**config.mk**
```make
export PLATFORM = sky130hd
export DESIGN_NAME = fwd_scoreboard
export DESIGN_NICKNAME = d
export VERILOG_FILES = /design/src/rtl/fwd_scoreboard.sv
export SDC_FILE = /design/constraint.sdc
export NUM_CORES = 1
export LEC_CHECK = 0
export CAP_MARGIN = 0
export CORE_MARGIN = 2
export CORE_UTILIZATION = 40
export DETAILED_ROUTE_END_ITERATION = 8
export PLACE_DENSITY = 0.65
export SETUP_SLACK_MARGIN = 0.02
export SYNTH_ARGS = -nofsm -noshare
export SYNTH_HDL_FRONTEND = slang
export SYNTH_SLANG_ARGS = --single-unit
```
**constraint.sdc**
```tcl
create_clock -name clk -period 2.15 [get_ports clk]
set_input_delay 0.43 -clock clk [delete_from_list [all_inputs] [get_ports clk]]
set_output_delay 0.43 -clock clk [all_outputs]
set_load 0.05 [all_outputs]
```
**src/rtl/fwd_scoreboard.sv**
```systemverilog
// -----------------------------------------------------------------------------
// fwd_scoreboard
//
// Forwarding and load-use stall controller for the pipelined CPU. It tracks
// the destination registers of in-flight instructions in a shift-register
// scoreboard (entry 1 = EX, 2 = MEM, 3 = WB, ...). The sources of the ID
// instruction are checked against that scoreboard to produce:
//   - a registered forward select per operand, valid during the EX cycle;
//   - a combinational stall for load-use hazards.
//
// Optional feature: define FWD_STATS_EN to add a saturating 16-bit stall
// cycle counter on port stall_count.
//
// Ports:
//   clk          in   clock
//   rst_n        in   asynchronous active-low reset
//   id_valid     in   valid instruction in ID
//   id_wr        in   ID instruction writes a register
//   id_rd        in   ID destination register
//   id_load      in   ID instruction is a load
//   src_addr     in   source addresses, operand i at [i*ADDR_W +: ADDR_W]
//   src_used     in   operand i is actually read
//   fwd_sel      out  registered per-operand select (0 = register file,
//                     k = forward from the entry that was at index k)
//   stall        out  combinational load-use stall
//   stall_count  out  stall cycle counter (FWD_STATS_EN only)
// -----------------------------------------------------------------------------
module fwd_scoreboard #(
  parameter  int ADDR_W     = 4,
  parameter  int DEPTH      = 3,
  parameter  int NSRC       = 2,
  parameter  int LOAD_READY = 2,
  localparam int SEL_W      = $clog2(DEPTH + 1)
) (
  input  logic                    clk,
  input  logic                    rst_n,
  input  logic                    id_valid,
  input  logic                    id_wr,
  input  logic [ADDR_W-1:0]       id_rd,
  input  logic                    id_load,
  input  logic [NSRC*ADDR_W-1:0]  src_addr,
  input  logic [NSRC-1:0]         src_used,
  output logic [NSRC*SEL_W-1:0]   fwd_sel,
  output logic                    stall
`ifdef FWD_STATS_EN
  ,output logic [15:0]            stall_count
`endif
);

  // Scoreboard entries 1..DEPTH; index 1 is the youngest (currently in EX).
  logic              r_vld [1:DEPTH];
  logic [ADDR_W-1:0] r_rd  [1:DEPTH];
  logic              r_ld  [1:DEPTH];

  logic [NSRC*SEL_W-1:0] r_fwd_sel;
  logic [NSRC*SEL_W-1:0] w_sel;
  logic [NSRC-1:0]       w_hazard;
  logic                  w_push;

  genvar gi;
  generate
    for (gi = 0; gi < NSRC; gi++) begin : g_src
      logic [ADDR_W-1:0] w_addr;
      logic              w_active;
      logic [SEL_W-1:0]  w_m;
      logic              w_m_ld;

      assign w_addr   = src_addr[gi*ADDR_W +: ADDR_W];
      assign w_active = id_valid & src_used[gi] & (w_addr != '0);

      // Scan oldest to youngest so the lowest matching index (the youngest
      // writer) is the one left standing.
      always_comb begin
        w_m    = '0;
        w_m_ld = 1'b0;
        for (int k = DEPTH; k >= 1; k--) begin
          if (r_vld[k] && (r_rd[k] == w_addr)) begin
            w_m    = SEL_W'(k);
            w_m_ld = r_ld[k];
          end
        end
      end

      // A young load that cannot forward yet blocks the operand outright;
      // an older ready writer to the same register must not be used instead.
      assign w_hazard[gi] = w_active && (w_m != '0) && w_m_ld &&
                            (int'(w_m) < LOAD_READY);
      assign w_sel[gi*SEL_W +: SEL_W] = (w_active && !w_hazard[gi]) ? w_m : '0;
    end
  endgenerate

  assign stall  = |w_hazard;
  assign w_push = id_valid & id_wr & (id_rd != '0) & ~stall;

  always_ff @(posedge clk or negedge rst_n) begin
    if (!rst_n) begin
      for (int k = 1; k <= DEPTH; k++) begin
        r_vld[k] <= 1'b0;
        r_rd[k]  <= '0;
        r_ld[k]  <= 1'b0;
      end
      r_fwd_sel <= '0;
    end else begin
      // A stalled cycle pushes a bubble and the EX selects are cleared.
      r_vld[1] <= w_push;
      r_rd[1]  <= id_rd;
      r_ld[1]  <= id_load;
      for (int k = DEPTH; k >= 2; k--) begin
        r_vld[k] <= r_vld[k-1];
        r_rd[k]  <= r_rd[k-1];
        r_ld[k]  <= r_ld[k-1];
      end
      r_fwd_sel <= stall ? '0 : w_sel;
    end
  end

  assign fwd_sel = r_fwd_sel;

`ifdef FWD_STATS_EN
  logic [15:0] r_stall_count;

  always_ff @(posedge clk or negedge rst_n) begin
    if (!rst_n) begin
      r_stall_count <= '0;
    end else if (stall && (r_stall_count != 16'hFFFF)) begin
      r_stall_count <= r_stall_count + 16'd1;
    end
  end

  assign stall_count = r_stall_count;
`endif

endmodule
```
# == Yosys cells after proc, flatten, opt, wreduce, memory -nomap -nowiden ==
# Cells that the tools add are included.
# word_totals
register_bits,22
input_bits,19
# classes
eq_ne,6
magnitude_cmp,2
bitwise_logic,8
n_mux,15
n_reduce_logical,22
# op_table
cell,n
equality test 4 bit,6
2-to-1 mux 2 bit,8
logical AND 1 bit,14
nonzero test 4 bit,3
bitwise AND 1 bit,7
2-to-1 mux 1 bit,6
"< comparator 2 bit, second input constant",2
2-to-1 mux 4 bit,1
nonzero test 2 bit,2
zero test 1 bit,2
OR reduction 2 bit,1
inverter 1 bit,1

# == Depth between registers and ports, before layout ==
# Gate-level depths: netlist of the first run.
# logic_depth
depth_word,13
mapped_depth,5

# == Worst setup path before layout of the first run ==
# No wires, ideal clock.
# synth_timing
path_kind,register to output
from,reg r_rd[8] in the netlist's numbering
to,out stall
stages_incl_launch_ff,5
required_ps,1720
slack_ps,154
arrival_time_ps,1566
n_path_buf,0
cell_sequence,dfrtp_1 > nor2b_1 > a2111o_1 > nor3_2 > o21a_1
# synth_between
elab_chain_len,8
elab_cells_between_ends,19
classes_between,order compare (2); eq/ne (2); mux (4); reduce/logical (11)
# synth_rtl
item,line_no,rtl
"start, declared",52,logic [ADDR_W-1:0] r_rd [1:DEPTH];
"start signal, assigned by index",110,r_rd[k] <= r_rd[k-1];
equality test 4 bit,77,if (r_vld[k] && (r_rd[k] == w_addr)) begin
logical AND 1 bit,77,
2-to-1 mux 2 bit,77,
nonzero test 2 bit,86,assign w_hazard[gi] = w_active && (w_m != '0) && w_m_ld &&
logical AND 1 bit (3 in series),86,
OR reduction 2 bit (*),92,assign stall = |w_hazard;
"end, declared",44,output logic stall
# Mark *: on every way between the ends. The rest lies on a longest branch, timed or not.

# == Final worst setup path of the first run ==
# layout_timing
from,in src_addr[4]
to,out stall
# layout_between
elab_chain_len,10
elab_cells_between_ends,20
classes_between,order compare (1); eq/ne (3); mux (6); bitwise (1); reduce/logical (9)
# layout_rtl
item,line_no,rtl
"start, declared",41,"input logic [NSRC*ADDR_W-1:0] src_addr,"
equality test 4 bit,77,
logical AND 1 bit,77,
2-to-1 mux 2 bit (3 in series),77,
nonzero test 2 bit,86,
logical AND 1 bit (2 in series),86,
logical AND 1 bit (*),86,
OR reduction 2 bit (*),92,
# Marks and branches as above.

==> results of run 1 <==
synthesized netlist by cell type:
| library cell | n |
|---|---|
| dfrtp_1 | 20 |
| o21ai_0 | 1 |
| a2111o_1 | 1 |
| nand3_2 | 2 |
| nor3_1 | 1 |
| o211ai_1 | 1 |
| or2b_1 | 1 |
| nand2b_1 | 9 |
| a221oi_2 | 1 |
| nor3_2 | 2 |
| nor2_1 | 3 |
| nor4_1 | 4 |
| nor2b_1 | 2 |
| or4_1 | 2 |
| o2111ai_1 | 4 |
| nand3_1 | 1 |
| a2111oi_0 | 1 |
| a2111oi_2 | 1 |
| xnor2_1 | 7 |
| or2_2 | 1 |
| o2bb2ai_1 | 1 |
| nand2_1 | 4 |
| xor2_1 | 8 |
| a21oi_1 | 1 |
| inv_1 | 5 |
| o21a_1 | 2 |
layout by cell type (no fill, tap or decap), types with 2 or more instances in the layout:
master,instances
nor2_1,3
buf_4,17
nand2_1,4
dfrtp_1,19
inv_1,5
clkdlybuf4s50_1,14
nand3_2,2
dlygate4sd2_1,8
clkbuf_4,3
o2111ai_2,2
or4_4,2
nand2b_1,9
buf_6,2
o21a_1,2
nor2b_1,2
o2111ai_1,2
xor2_1,8
nor3_2,2
xnor2_1,6
nor4_1,4
path summary, 6_finish.rpt:
| kind | start | endpoint | slack (ps) | depth (start not counted) |
|---|---|---|---|---|
| max in group asynchronous | rst_n | r_rd[8] | 1480 | 2 |
| worst max register to register | r_rd[8] | r_vld[2] | 290 | 9 |
| worst max-delay path | src_addr[4] | stall | -90 | 6 |
| min in group asynchronous | rst_n | fwd_sel[0] | 440 | 2 |
| worst min-delay path | r_rd[8] | r_rd[4] | 430 | 0 |
| worst min register to register | r_rd[8] | r_rd[4] | 430 | 0 |
metal layers:
metal / vias to the layer above / GRT usage (%) / share of wire [%]
met5: - / 0 / 0
li1: 396 / - / -
met3: 4 / 3.67 / 3.6
met1: 393 / 23.4 / 47
met4: 0 / 10.3 / 2.2
met2: 22 / 36.0 / 47
sequential cells by signal, indices dropped and copies added (netlist names):
signal   count
r_rd        12
fwd_sel      4
r_vld        3
r_ld         1
stage by stage:
stage	utilization (%)	total power [W]	cell area (sq um)	setup TNS [ps]	cells
after floorplan	-	0.000462	976	0	86
after global placement	60.5	0.000544	1360	-658	152
after detailed placement	60.5	0.000547	1360	-752	152
after CTS	65.2	0.000860	1470	-102	159
after global routing	65.8	0.000894	1480	-190	160
final	65.8	0.000852	1480	-93.4	160
report_power, final:
group,internal [W],switching (W)
clock,0.000188,0.000116
sequential,0.000392,0.0000189
combinational,0.0000745,0.0000611
cell families after synthesis:
| kind of cell | count (synthesis) | share of synthesized area [%] |
|---|---|---|
| AOI/OAI and AO/OA | 14 | 12.9 |
| xor gates and xnor gates | 15 | 13.5 |
| and+or+nand+nor | 32 | 20.4 |
| buffers and inverters | 5 | 1.92 |
| DFF | 20 | 51.3 |
layout make-up:
type | count | area [sq um] | area share, %
Tap cell | 28 | 35.0 | 2.36
Multi-Input combinational cell | 61 | 495 | 33.4
Clock buffer | 3 | 22.5 | 1.52
Sequential cell | 20 | 502 | 33.8
Clock inverter | 1 | 30.0 | 2.02
Inverter | 5 | 18.8 | 1.26
Timing Repair Buffer | 42 | 380 | 25.6
critical path: stages:
cell           delay (ps)
dlygate4sd2_1         290
or4_4                 550
nand3_2               100
nor3_2                 50
o21a_1                230
buf_12                160
what timing repair did:
| action | 4_1_cts | 5_1_grt |
|---|---|---|
| buffers inserted | 3 | 1 |
| pin swaps | 4 | 1 |
| cloned | 0 | 0 |
| setup endpoints to repair | 1 | 1 |
| gates resized for setup | 17 | 1 |
==> impl_metrics.ini, run 1 <==
[clocking]
path_clk_slew_ps = 110
clkLatencyLatePin_ps = 300
clockRootBuffer = clkbuf_4
cts_made_buffers = 3
numClockSinks = 20
cts_hold_buf = 0
clk_path_buf_depth = 2
htree_levels = 1
tritoncts = done

[layout]
antennaDiodeCount = 0
syn_to_final_growth_pct = 52.1
num-nets-final = 152
drive_gt1_share_pct = 28.8
fillers = 202

[power_and_ir_drop]
p_leak_nw = 0.644
power_density_mw_per_mm2 = 574
ir_drop_mv = 0.431

[setup_path]
critPathKind = input port to output pin
cp.arrival_ps = 1810
cp-end-kind = output pin
path_max_fanout = 4
crit_required_ps = 1720
start_kind = input port

[global_routing]
grt_first_pass_wirelength_mm = 3.94
grt_pass1_vias = 901
antenna_found_initial = 0
grt_max_degree = 21
grt.total_usage_pct = 20.5
grt-ovfl-total = 0

[run_status]
outcome = finished with violations
violations = negative setup slack

[yosys]
synthCells = 86
synth.avg_cell_area_sq_um = 11.3
yosys_warnings = 0
ys_types = 26
ys_ff_latch = 20
synth_top_area_share_pct = 51.3
syn_nets = 105
yosysTopAreaCell = dfrtp_1
syn_area_sq_um = 976
synth_area_leaders = dfrtp_1 (51%), xor2_1 (7.2%), xnor2_1 (6.3%)
ys_seq_area_share_pct = 51.3

[routing]
wl_mm = 2.39
viasPerCell = 5.09
detail-route-antenna-nets = 0
first_iter_violations = 8
first_pass_iters = 4
post-route-drc-count = 0
vias = 815
wire_per_inst_um = 14.9

[placement]
port_buffers = 23
gp_congestion = 0.819
dp_hpwl_mm = 1.85
pre_cts_slack_ps = -365

[die]
core-area_sq_mm = 0.00225
die_w_um = 53.4
die_y_um = 53.4
num_rows = 17
start_util_pct = 43.3
boundaryPins = 24
dieArea_sq_mm = 0.00285

[timing]
setup_slack_ps = -93.4
finalHoldViolations = 0
finClkSkew_ps = 4.88
whs_ps = 433
slew_viol_final = 0
finalCritPeriodShare_pct = 104
setup_violations = 1
max_freq_mhz = 446
fin_crit_ps = 2240
max_slew_margin_pct = 66.3
rsz0062_at_grt = true
worst_pin_slew_ps = 504

[hold_path]
hold_path_class = flop to flop

[run]
cap_violations = 0
Note: power is estimated with default switching activity, not from simulation.
==> run 2, diff against run 1 <==
CTS_BUF_LIST = sky130_fd_sc_hd__clkbuf_4 sky130_fd_sc_hd__clkbuf_8   (was unset)
==> results of run 2 <==
No change in the layout: final DEF, timing and power equal those of run 1.
==> run 3, diff against run 2 <==
GPL_ROUTABILITY_DRIVEN = 0   (was unset)
==> results of run 3 <==
No change in the layout: final DEF, timing and power equal those of run 1.
